`src/rtl/vga_timing_pkg.sv`:
```
// Shared 640x480@60 raster constants and a small window-decode helper used by
// the timing core and by the downstream pixel renderers.
package vga_timing_pkg;

  localparam int unsigned DEF_H_VISIBLE = 32'd640;
  localparam int unsigned DEF_H_FRONT   = 32'd16;
  localparam int unsigned DEF_H_SYNC    = 32'd96;
  localparam int unsigned DEF_H_BACK    = 32'd48;
  localparam int unsigned DEF_V_VISIBLE = 32'd480;
  localparam int unsigned DEF_V_FRONT   = 32'd10;
  localparam int unsigned DEF_V_SYNC    = 32'd2;
  localparam int unsigned DEF_V_BACK    = 32'd33;
  localparam int unsigned DEF_POS_W     = 32'd10;

  localparam int unsigned DEF_H_TOTAL = DEF_H_VISIBLE + DEF_H_FRONT + DEF_H_SYNC + DEF_H_BACK;
  localparam int unsigned DEF_V_TOTAL = DEF_V_VISIBLE + DEF_V_FRONT + DEF_V_SYNC + DEF_V_BACK;

  localparam int unsigned DEF_HS_START = DEF_H_VISIBLE + DEF_H_FRONT;
  localparam int unsigned DEF_HS_END   = DEF_HS_START + DEF_H_SYNC;
  localparam int unsigned DEF_VS_START = DEF_V_VISIBLE + DEF_V_FRONT;
  localparam int unsigned DEF_VS_END   = DEF_VS_START + DEF_V_SYNC;

  // True when lo <= pos < hi (half-open window, unsigned).
  function automatic logic in_window(input int unsigned pos,
                                     input int unsigned lo,
                                     input int unsigned hi);
    return (pos >= lo) && (pos < hi);
  endfunction

endpackage

```
`src/rtl/wrap_counter.sv`:
```
// Enabled up-counter that wraps MAX -> 0. o_wrap flags the enabled cycle whose
// edge performs the wrap, so it can chain the next counter stage.
module wrap_counter #(
  parameter int unsigned WIDTH     = 32'd10,
  parameter int unsigned MAX       = 32'd799,
  parameter int unsigned RESET_VAL = 32'd799
) (
  input  logic             i_clk,
  input  logic             i_rst_n,
  input  logic             i_en,
  output logic [WIDTH-1:0] o_count,
  output logic             o_wrap
);

  localparam logic [WIDTH-1:0] MAX_C   = WIDTH'(MAX);
  localparam logic [WIDTH-1:0] RESET_C = WIDTH'(RESET_VAL);
  localparam logic [WIDTH-1:0] ONE_C   = WIDTH'(32'd1);
  localparam logic [WIDTH-1:0] ZERO_C  = {WIDTH{1'b0}};

  assign o_wrap = i_en & (o_count == MAX_C);

  // Count on enable, returning to zero after MAX.
  always_ff @(posedge i_clk or negedge i_rst_n) begin
    if (!i_rst_n) begin
      o_count <= RESET_C;
    end else if (i_en) begin
      if (o_wrap) begin
        o_count <= ZERO_C;
      end else begin
        o_count <= o_count + ONE_C;
      end
    end
  end

endmodule

```
`src/rtl/vga_timing_core.sv`:
```
// VGA raster timing generator. Position counters plus sync/blank/strobe
// decode, all registered from the next-state position so every output
// describes the position shown on o_hpos/o_vpos in the same cycle.
module vga_timing_core
  import vga_timing_pkg::*;
#(
  parameter int unsigned H_VISIBLE = DEF_H_VISIBLE,
  parameter int unsigned H_FRONT   = DEF_H_FRONT,
  parameter int unsigned H_SYNC    = DEF_H_SYNC,
  parameter int unsigned H_BACK    = DEF_H_BACK,
  parameter int unsigned V_VISIBLE = DEF_V_VISIBLE,
  parameter int unsigned V_FRONT   = DEF_V_FRONT,
  parameter int unsigned V_SYNC    = DEF_V_SYNC,
  parameter int unsigned V_BACK    = DEF_V_BACK,
  parameter bit          HSYNC_POL = 1'b0,
  parameter bit          VSYNC_POL = 1'b0,
  parameter int unsigned POS_W     = DEF_POS_W
) (
  input  logic             i_clk,
  input  logic             i_rst_n,
  output logic [POS_W-1:0] o_hpos,
  output logic [POS_W-1:0] o_vpos,
  output logic             o_hsync,
  output logic             o_vsync,
  output logic             o_hblank,
  output logic             o_vblank,
  output logic             o_visible,
  output logic             o_line_start,
  output logic             o_frame_start,
  output logic [15:0]      o_frame_count
);

  localparam int unsigned H_TOTAL  = H_VISIBLE + H_FRONT + H_SYNC + H_BACK;
  localparam int unsigned V_TOTAL  = V_VISIBLE + V_FRONT + V_SYNC + V_BACK;
  localparam int unsigned HS_START = H_VISIBLE + H_FRONT;
  localparam int unsigned HS_END   = HS_START + H_SYNC;
  localparam int unsigned VS_START = V_VISIBLE + V_FRONT;
  localparam int unsigned VS_END   = VS_START + V_SYNC;

  localparam logic [POS_W-1:0] POS_ZERO = {POS_W{1'b0}};
  localparam logic [POS_W-1:0] POS_ONE  = POS_W'(32'd1);

  logic             h_wrap_s;
  logic             v_wrap_s;
  logic [POS_W-1:0] h_next_s;
  logic [POS_W-1:0] v_next_s;
  logic             hsync_next_s;
  logic             vsync_next_s;
  logic             hblank_next_s;
  logic             vblank_next_s;
  logic             line_start_next_s;
  logic             frame_start_next_s;

  // Reset parks both counters on the last pixel so the first edge lands on (0,0).
  wrap_counter #(
    .WIDTH     (POS_W),
    .MAX       (H_TOTAL - 32'd1),
    .RESET_VAL (H_TOTAL - 32'd1)
  ) u_hcount (
    .i_clk   (i_clk),
    .i_rst_n (i_rst_n),
    .i_en    (1'b1),
    .o_count (o_hpos),
    .o_wrap  (h_wrap_s)
  );

  wrap_counter #(
    .WIDTH     (POS_W),
    .MAX       (V_TOTAL - 32'd1),
    .RESET_VAL (V_TOTAL - 32'd1)
  ) u_vcount (
    .i_clk   (i_clk),
    .i_rst_n (i_rst_n),
    .i_en    (h_wrap_s),
    .o_count (o_vpos),
    .o_wrap  (v_wrap_s)
  );

  // Reconstruct the position the counters will hold after the coming edge.
  always_comb begin
    h_next_s = o_hpos;
    v_next_s = o_vpos;
    if (h_wrap_s) begin
      h_next_s = POS_ZERO;
    end else begin
      h_next_s = o_hpos + POS_ONE;
    end
    if (v_wrap_s) begin
      v_next_s = POS_ZERO;
    end else if (h_wrap_s) begin
      v_next_s = o_vpos + POS_ONE;
    end else begin
      v_next_s = o_vpos;
    end
  end

  // Decode sync, blanking and strobes for the next-state position.
  always_comb begin
    hsync_next_s       = ~HSYNC_POL;
    vsync_next_s       = ~VSYNC_POL;
    hblank_next_s      = (32'(h_next_s) >= H_VISIBLE);
    vblank_next_s      = (32'(v_next_s) >= V_VISIBLE);
    line_start_next_s  = (h_next_s == POS_ZERO);
    frame_start_next_s = (h_next_s == POS_ZERO) && (v_next_s == POS_ZERO);
    if (in_window(32'(h_next_s), HS_START, HS_END)) begin
      hsync_next_s = HSYNC_POL;
    end else begin
      hsync_next_s = ~HSYNC_POL;
    end
    if (in_window(32'(v_next_s), VS_START, VS_END)) begin
      vsync_next_s = VSYNC_POL;
    end else begin
      vsync_next_s = ~VSYNC_POL;
    end
  end

  // Register decoded outputs and the frame counter alongside the position counters.
  always_ff @(posedge i_clk or negedge i_rst_n) begin
    if (!i_rst_n) begin
      o_hsync       <= ~HSYNC_POL;
      o_vsync       <= ~VSYNC_POL;
      o_hblank      <= 1'b1;
      o_vblank      <= 1'b1;
      o_visible     <= 1'b0;
      o_line_start  <= 1'b0;
      o_frame_start <= 1'b0;
      o_frame_count <= 16'hFFFF;
    end else begin
      o_hsync       <= hsync_next_s;
      o_vsync       <= vsync_next_s;
      o_hblank      <= hblank_next_s;
      o_vblank      <= vblank_next_s;
      o_visible     <= ~hblank_next_s & ~vblank_next_s;
      o_line_start  <= line_start_next_s;
      o_frame_start <= frame_start_next_s;
      if (frame_start_next_s) begin
        o_frame_count <= o_frame_count + 16'd1;
      end else begin
        o_frame_count <= o_frame_count;
      end
    end
  end

endmodule

```
`config.mk`:
```
export PLATFORM = sky130hd
export DESIGN_NAME = vga_timing_core
export DESIGN_NICKNAME = d
export VERILOG_FILES = /design/src/rtl/vga_timing_pkg.sv /design/src/rtl/wrap_counter.sv /design/src/rtl/vga_timing_core.sv
export SDC_FILE = /design/constraint.sdc
export NUM_CORES = 1
export LEC_CHECK = 0
export CAP_MARGIN = 20
export CORE_ASPECT_RATIO = 1.1
export CORE_UTILIZATION = 53
export CTS_CLUSTER_DIAMETER = 150
export DETAILED_ROUTE_END_ITERATION = 12
export HOLD_SLACK_MARGIN = 0.12
export MAX_ROUTING_LAYER = met4
export PLACE_DENSITY = 0.78
export SETUP_SLACK_MARGIN = 0.1
export SYNTH_ARGS = -nofsm -noshare
export SYNTH_HDL_FRONTEND = slang
export SYNTH_SLANG_ARGS = --single-unit
```
`constraint.sdc`:
```
create_clock -name i_clk -period 4 [get_ports i_clk]
set_clock_uncertainty 0.1 [all_clocks]
set_input_delay 0.6 -clock i_clk [delete_from_list [all_inputs] [get_ports i_clk]]
set_output_delay 0.6 -clock i_clk [all_outputs]
set_load 0.01 [all_outputs]
```
==> results of run 1 <==
==> per-layer routing <==
layer  wire (um)  vias up  GRT usage
met1        2450      953      0.328
li1            -      926          -
met3         265        9     0.0567
met2        2400       58      0.339
met4         101        0      0.106
met5           0        -          -
==> metrics by stage <==
step | utilization | area (um^2)
after floorplan | - | 2520
after global placement | 0.656 | 2920
after detailed placement | 0.656 | 2920
after CTS | 0.681 | 3030
after global routing | 0.681 | 3030
final | 0.681 | 3030
==> cell families (layout without fill, tap and decap cells) <==
| kind of cell | Yosys count | after routing |
|---|---|---|
| muxes | 2 | 2 |
| buffers and inverters | 26 | 62 |
| AOI/OAI and AO/OA | 34 | 34 |
| adders and majority gates | 5 | 5 |
| xor gates and xnor gates | 29 | 29 |
| DFF | 43 | 43 |
| and+or+nand+nor | 100 | 100 |
==> flip-flops by register name, indices dropped and copies added, names as in the netlist <==
name              count
o_vsync               1
u_hcount.o_count     10
o_frame_count        16
o_line_start          1
u_vcount.o_count     10
o_vblank              1
o_visible             1
o_hsync               1
o_frame_start         1
o_hblank              1
==> power breakdown <==
group	switching [mW]	total, mW	internal, mW	leakage, nW
clock network	0.155	0.341	0.186	0.0514
logic	0.00782	0.00818	0.000354	0.637
registers	0	0.436	0.436	0.482
==> cell usage after synthesis (all sizes together), types with 7 or more instances <==
cell type / n
dfrtp: 13
nor2: 11
nor4: 10
inv: 9
nand4: 10
nor3: 12
xor2: 19
o21ai: 11
nand3: 15
and3: 7
xnor2: 10
nand2: 17
buf: 15
dfstp: 30
==> worst register-to-register path, delay by kind of cell, from the launching register on <==
kind,cells,cell delay (ps)
xor gates and xnor gates,2,340
adders and majority gates,1,260
DFF,1,590
and+or+nand+nor,5,2170
==> area by class of cell <==
class | count | area, um^2 | area share
Inverter | 9 | 33.8 | 0.0112
Clock buffer | 6 | 72.6 | 0.0240
Clock inverter | 2 | 37.5 | 0.0124
Multi-Input combinational cell | 170 | 1260 | 0.416
Sequential cell | 43 | 1110 | 0.368
Tap cell | 54 | 67.6 | 0.0223
Timing Repair Buffer | 45 | 443 | 0.146
==> final timing paths <==
path	startpoint	endpoint	slack, ps
min in group i_clk	o_frame_count[15]$_DFFE_PN1P_	o_frame_count[15]$_DFFE_PN1P_	420
min reg2reg	o_frame_count[15]$_DFFE_PN1P_	o_frame_count[15]$_DFFE_PN1P_	420
max reg2reg	u_hcount.o_count[0]$_DFF_PN1_	o_frame_count[15]$_DFFE_PN1P_	500
max	u_hcount.o_count[0]$_DFF_PN1_	o_frame_count[15]$_DFFE_PN1P_	500
min	i_rst_n	u_vcount.o_count[7]$_DFFE_PN0N_	320
max in group asynchronous	i_rst_n	u_vcount.o_count[0]$_DFFE_PN0N_	2900
==> flow_summary.yaml, run 1 <==
timing:
  rsz0062_at_grt: "no"
  period_needed_ps: 3500
  fin_crit_sh: 0.875
  tns_ps: 0
  maxSlewHeadroom: 0.388
  setup_viol: 0
  tightestPinTransition_ps: 918
  fmax_mhz: 286
  hold_viol_final: 0
  drv_slew: 0
  finalWorstSetupSlack_ps: 498
  fin_hold_ws_ps: 322
route:
  via_count: 1946
  postRouteAntennaNets: 0
  vias_per_cell: 5.91
  wl_per_cell_um: 15.9
  drtIter0Drc: 160
  drt-pass1-iter-count: 4
  wl_um: 5220
  route.detailed.drc: 0
clock_tree:
  cts-root-buf: "clkbuf_8"
  worstSkewPairLatency_ps: 310
  cts_setup_buffers: 0
  htreeDepth: 2
  numCtsBuffers: 5
  clkSinkCount: 43
  ctsResizeCount: 0
  cts_tree: "yes"
  clk_pin_slew_worst_paths_ps: 90
  hold_buffers: 0
  clock_path_buffers: 2
synth:
  netlist_area_um2: 2520
  async_reset_ff_frac: 1.00
  synthMuxAreaShare: 0.00843
  synth_flop_cell: "dfstp_2"
  yosysWarnings: 0
  synth_nets: 246
  syn_inst: 239
  synthSimpleGateAreaFrac: 0.275
  synth_compound_area_frac: 0.0898
  seq_area_frac_synth: 0.441
  synthAdderAreaFrac: 0.0248
  netlist.top_cell.by_area: "dfstp_2"
  synth_edf_count: 0
  yosysTopAreaCellShare: 0.313
  synth-xor-area-share: 0.101
  avgSynthCellArea_um2: 10.6
  synth_top_family_by_area: "simple AND/OR/NAND/NOR gates"
  synthDistinctLibCells: 54
  synth.top_cells.by_area: "dfstp_2 (31%), dfrtp_1 (13%), xor2_1 (6.6%)"
  ys_ff_latch: 43
die:
  design.core.area_um2: 4440
  rows: 25
  die_w_um: 67.8
  dieHeight_um: 74.4
  ios: 45
  initial_core_util: 0.568
  die_area_um2: 5040
finish:
  final_cells: 329
  n_fill_cell: 364
  area.growth.synth_to_final_pct: 19.9
  layout_common_cells: "clkdlybuf4s50_1 (43), dfstp_2 (30), xor2_1 (19), nand2_1 (17), nand3_1 (14)"
  drive_gt1_frac: 0.236
  diodes: 0
  mostFrequentLayoutCell: "clkdlybuf4s50_1"
  nNetsFinal: 281
placed_design:
  hpwl_um: 3670
  place_ws_ps: 515
  dp_cells: 321
  io_buffers: 44
  place.gp.congestion: 0.913
pwr:
  ir_worst_vdd_uv: 210
  power_uw: 785
  power.leakage_nw: 1.17
  p_per_area_nw_per_um2: 260
critical_path:
  worst_setup_path_end_kind: "flip-flop"
  crit_type: "flip-flop to flip-flop"
  cp_num_cells: 8
  cp_max_fo: 14
  path_cells: "ha_1 > nand4_1 > nor4_1 > nand3_1 > xnor2_1 > or4_1 > and4bb_1 > xor2_1"
  arrival_ps: 3650
  startpoint_type: "flip-flop"
  slowest_stage: "or4_1"
  required_ps: 4150
  worstPathBufferInverterCount: 0
  rr_worst_depth: 8
  cpPeakStageDelay_ps: 900
  path_delay_family: "simple AND/OR/NAND/NOR gates"
run_status:
  status: "finished clean"
worst_hold_path:
  min_path_type: "primary input to async pin"
grt:
  antenna_found_initial: 0
  groute.usage.overall: 0.241
  grt_pass1_wl_um: 8520
  grt_start_max_net_pins: 44
  overflow: 0
  grt_pass1_vias: 1730
run:
  drv_cap: 0
Note: power is estimated with default switching activity, not from simulation.
==> run 2, diff against run 1 <==
Settings changed: SYNTH_HIERARCHICAL set to 1.
==> flow_summary.yaml, run 2 <==
grt:
  groute.usage.overall: 0.229
  grt_pass1_wl_um: 9600
  grt_pass1_vias: 2053
  overflow: 0
  antenna_found_initial: 0
  grt_start_max_net_pins: 44
finish:
  area.sequential_um2: 1110
  multi_input_area_um2: 1490
  mostFrequentLayoutCell: "clkdlybuf4s50_1"
  top_register: "o_frame_count"
  utilization: 0.683
  drive_gt1_frac: 0.192
  reg_top3: "o_frame_count: 16 flops, u_hcount/o_count: 10 flops, u_vcount/o_count: 10 flops"
  area.growth.synth_to_final_pct: 21.7
  final_cells: 364
  largest_reg_flops: 16
  layout_common_cells: "clkdlybuf4s50_1 (43), dfstp_2 (30), xnor2_1 (24), nand2_1 (19), nand3_1 (16)"
  diodes: 0
  n_fill_cell: 382
  nNetsFinal: 315
pwr:
  p_sw_frac: 0.313
  power.leakage_nw: 1.27
  power.switching_uw: 349
  seqPwrFrac: 0.506
  power.internal_uw: 767
  p_per_area_nw_per_um2: 344
  ir_worst_vdd_uv: 383
  power_frac_comb: 0.264
  pwr-share-clk: 0.231
synth:
  synth_compound_area_frac: 0.119
  yosys-top-cells-count: "dfstp_2 (30), xnor2_1 (24), nand2_1 (19)"
  synth_edf_count: 0
  synthMuxAreaShare: 0.0305
  synth.most_common_cell: "dfstp_2"
  yosysWarnings: 6
  synth.top_cells.by_area: "dfstp_2 (30%), dfrtp_1 (12%), xnor2_1 (7.9%)"
  synth_nets: 266
  ys_ff_latch: 43
  synth_top_family_by_area: "simple AND/OR/NAND/NOR gates"
  synthAdderAreaFrac: 0.0282
  avgSynthCellArea_um2: 10.3
  seq_area_frac_synth: 0.418
  yosysTopAreaCellShare: 0.296
  netlist.top_cell.by_area: "dfstp_2"
  syn_inst: 258
  synth_flop_cell: "dfstp_2"
  synthDistinctLibCells: 68
  async_reset_ff_frac: 1.00
  synth-xor-area-share: 0.105
  netlist_area_um2: 2660
  synthSimpleGateAreaFrac: 0.273
critical_path:
  rr_worst_depth: 12
  arrival_ps: 3450
  startpoint_type: "flip-flop"
  cp_max_fo: 15
  rr_endpoint: "o_frame_count[1]$_DFFE_PN1P_"
  r2r_start: "u_hcount/o_count[0]$_DFFE_PN1P_"
  required_ps: 4110
  crit_type: "flip-flop to flip-flop"
  worst_setup_path_end_kind: "flip-flop"
  r2r_setup_slack_ps: 670
  worstSetupStartpoint: "u_hcount/o_count[0]$_DFFE_PN1P_"
clock_tree:
  cts_setup_buffers: 0
  htreeDepth: 2
  cts-root-buf: "clkbuf_8"
  numCtsBuffers: 5
  clkSinkCount: 43
  worstSkewPairLatency_ps: 290
  clock_path_buffers: 2
  ctsResizeCount: 0
  clk_pin_slew_worst_paths_ps: 80
  cts_tree: "yes"
  hold_buffers: 0
worst_hold_path:
  min_path_type: "primary input to async pin"
timing:
  rsz0062_at_grt: "no"
  setup_viol: 0
  period_needed_ps: 3330
  fmax_mhz: 300
  fin_crit_sh: 0.833
  hold_viol_final: 0
  fin_hold_ws_ps: 339
  tightestPinTransition_ps: 904
  maxSlewHeadroom: 0.397
  drv_slew: 0
  tns_ps: 0
route:
  postRouteAntennaNets: 0
  drtIter0Drc: 169
  route.detailed.drc: 0
  drt-pass1-iter-count: 4
  via_count: 2210
  vias_per_cell: 6.07
  wl_per_cell_um: 15.6
  wl_um: 5680
die:
  die_area_um2: 5310
  design.core.area_um2: 4750
  ios: 45
  rows: 26
  dieHeight_um: 76.4
  initial_core_util: 0.561
  die_w_um: 69.6
run:
  drv_cap: 0
run_status:
  status: "finished clean"
placed_design:
  dp_cells: 356
  io_buffers: 44
  hpwl_um: 3900
  place.gp.congestion: 0.833
[run 2: changes by cell type after synthesis, moves of 4 or more]
cell	delta
xnor2_1	+14
xor2_1	-11
and2_1	+4
nor4_2	-5
buf_2	-6
a21oi_1	-4
nor3_2	-8
nand4_1	+4
and4_1	+5
[run 2: final cells by class]
type | count | area share
flip-flops and latches | 43 | 0.343
clock inverters | 1 | 0.00154
clock buffers | 7 | 0.0235
inverters | 7 | 0.00810
multi-input cells | 202 | 0.458
repair buffers | 48 | 0.144
well taps | 56 | 0.0216
[run 2: cells by family after synthesis]
logic type | Yosys count
DFF | 43
adders and majority gates | 6
AOI/OAI and AO/OA | 42
buffers and inverters | 13
xor gates and xnor gates | 32
other | 1
muxes | 7
and+or+nand+nor | 114
[run 2: layer usage]
metal  wire (um)  share of wire  GRT usage
met1        2730           0.48      0.316
met3         224          0.039     0.0410
met5           0              0          -
met2        2670           0.47      0.355
met4          55         0.0097     0.0510
[run 2: critical path, cell delays in order (launching register included)]
cell	delay [ps]
dfstp_2	610
ha_1	270
nand4_2	170
nor3b_4	240
nand3_1	170
nor3_2	350
nor2_1	90
mux2i_1	160
a41oi_1	180
a211oi_4	190
buf_4	230
nand2_1	140
mux2_4	340
[run 2: worst max-delay path by stage]
stage	endpoint	slack [ps]
floorplan	o_frame_count[1]$_DFFE_PN1P_	620
global route	o_frame_count[1]$_DFFE_PN1P_	450
finish	o_frame_count[1]$_DFFE_PN1P_	670
detailed placement	o_frame_count[1]$_DFFE_PN1P_	750
CTS	o_frame_count[1]$_DFFE_PN1P_	710
global placement	o_frame_count[1]$_DFFE_PN1P_	820
[run 2: power by group through the flow]
stage | Clock (mW) | Sequential (mW) | Combinational (mW)
after floorplan | 0 | 0.573 | 0.172
after global placement | 0 | 0.568 | 0.290
after detailed placement | 0 | 0.571 | 0.294
after CTS | 0.266 | 0.563 | 0.295
after global routing | 0.286 | 0.576 | 0.323
final | 0.258 | 0.564 | 0.294
[run 2: stage by stage]
step | worst slack, ps | area [um^2] | power, mW
2_1_floorplan | 623 | 2660 | 0.745
3_3_place_gp | 825 | 3160 | 0.857
4_1_cts | 706 | 3240 | 1.12
3_5_place_dp | 754 | 3160 | 0.865
6_report | 666 | 3240 | 1.12
5_1_grt | 455 | 3240 | 1.18
==> run 3, diff against run 2 <==
Settings changed: CORE_UTILIZATION 53 to 48, PLACE_DENSITY 0.78 to 0.74.
Clock period 4 ns to 2.8 ns, I/O delays scaled along.
==> flow_summary.yaml, run 3 (synthesis gave the netlist of run 2 again) <==
finish:
  area.growth.synth_to_final_pct: 37.1
  reg_top3: "o_frame_count: 16 flops, u_hcount/o_count: 10 flops, u_vcount/o_count: 10 flops"
  top_register: "o_frame_count"
  layout_common_cells: "clkdlybuf4s50_1 (43), buf_4 (32), dfstp_2 (30), xnor2_1 (20), nand2_1 (18)"
  diodes: 0
  utilization: 0.681
  design_area_um2: 3650
  largest_reg_flops: 16
  final_cells: 414
  drive_gt1_frac: 0.316
  nNetsFinal: 346
  mostFrequentLayoutCell: "clkdlybuf4s50_1"
clock_tree:
  clock_path_buffers: 2
  clkSinkCount: 43
  worstSkewPairLatency_ps: 300
  cts-root-buf: "clkbuf_8"
  clk_pin_slew_worst_paths_ps: 80
  htreeDepth: 2
  numCtsBuffers: 5
  cts_tree: "yes"
route:
  wl_um: 6310
  drtIter0Drc: 84
  route.detailed.drc: 0
  drt-pass1-iter-count: 4
  wl_per_cell_um: 15.2
  vias_per_cell: 5.60
  postRouteAntennaNets: 0
  via_count: 2320
die:
  die_w_um: 73.0
  rows: 28
  initial_core_util: 0.497
  ios: 45
  die_area_um2: 5850
  dieHeight_um: 80.1
  design.core.area_um2: 5360
grt:
  grt_pass1_vias: 2155
  groute.usage.overall: 0.237
  overflow: 0
  grt_start_max_net_pins: 44
  antenna_found_initial: 0
  grt_pass1_wl_um: 10400
timing:
  rsz0062_at_grt: "yes"
  hold_viol_final: 0
  fmax_mhz: 362
  maxSlewHeadroom: 0.388
  tightestPinTransition_ps: 918
  period_needed_ps: 2760
  fin_crit_sh: 0.986
  drv_slew: 0
  setup_viol: 0
  tns_ps: 0
run:
  drv_cap: 0
critical_path:
  rr_worst_depth: 13
  worst_setup_path_end_kind: "flip-flop"
  arrival_ps: 2880
  required_ps: 2920
  crit_type: "flip-flop to flip-flop"
  startpoint_type: "flip-flop"
  cp_max_fo: 5
placed_design:
  dp_cells: 398
  placed_area_um2: 3420
  place.gp.congestion: 0.816
  hpwl_um: 4310
  io_buffers: 44
run_status:
  status: "finished clean"
pwr:
  ir_worst_vdd_uv: 438
  power.leakage_nw: 1.47
  p_per_area_nw_per_um2: 500
worst_hold_path:
  min_path_type: "primary input to async pin"
[run 3: changes by cell type in the layout (fill, tap and decap cells not counted), sizes merged]
cell / delta
clkinv: -1
bufinv: +1
buf: +31
clkinvlp: +1
clkbuf: -1
[run 3: metrics by stage]
step	setup slack (ps)	hold slack, ps	power (mW)
global placement	54.6	375	1.34
floorplan	-437	24.4	1.09
CTS	42.6	181	1.84
finish	38.8	158	1.83
global route	-151	224	1.93
detailed placement	-80.1	387	1.35
[run 3: area by class of cell]
| class | instances | area [um^2] |
|---|---|---|
| Fill cell | 421 | 1710 |
| Multi-Input combinational cell | 202 | 1600 |
| Sequential cell | 43 | 1110 |
| Timing Repair Buffer | 79 | 713 |
| Tap cell | 75 | 93.8 |
| Clock buffer | 6 | 72.6 |
| Clock inverter | 2 | 37.5 |
| Inverter | 7 | 26.3 |
[run 3: timing repair]
item                       CTS  global route
setup endpoints to repair   15            17
pin swaps                   15             7
gates resized for setup      3            10
hold buffers                 0             0
buffers inserted             7             1
[run 3: power by group]
part           internal [mW]  switching, mW  total, mW
combinational          0.310          0.301      0.611
sequential             0.695         0.0396      0.735
clock                  0.266          0.214      0.480
total                   1.27          0.554       1.83
[run 3: worst paths after layout]
path                                                  from                            to  slack, ps
min                                                i_rst_n        o_line_start$_DFF_PN0_        160
max reg2reg                u_hcount/o_count[0]$_DFFE_PN1P_  o_frame_count[6]$_DFFE_PN1P_         40
min in group i_clk            o_frame_count[7]$_DFFE_PN1P_  o_frame_count[7]$_DFFE_PN1P_        400
max in group asynchronous                          i_rst_n       o_frame_start$_DFF_PN0_       1870
max                        u_hcount/o_count[0]$_DFFE_PN1P_  o_frame_count[6]$_DFFE_PN1P_         40
min reg2reg                   o_frame_count[7]$_DFFE_PN1P_  o_frame_count[7]$_DFFE_PN1P_        400
[run 3: critical path, cell delays in order, from the launching register on]
cell and delay, ps:
dfstp_2 560, ha_4 150, nand4_4 90, nor3b_4 230, nand3_2 120, nor3_4 190
nor2b_1 70, mux2i_1 220, a41oi_2 170, a211oi_4 230, buf_6 160, buf_6 110
nand4b_1 100, xnor2_1 190
[run 3: per-layer routing]
layer | global-route usage | up-vias | wire [um] | share of wire
li1 | - | 1129 | - | -
met1 | 0.302 | 1127 | 2800 | 0.44
met2 | 0.377 | 52 | 3150 | 0.50
met3 | 0.0477 | 12 | 252 | 0.040
met4 | 0.0765 | 0 | 107 | 0.017
met5 | - | - | 0 | 0
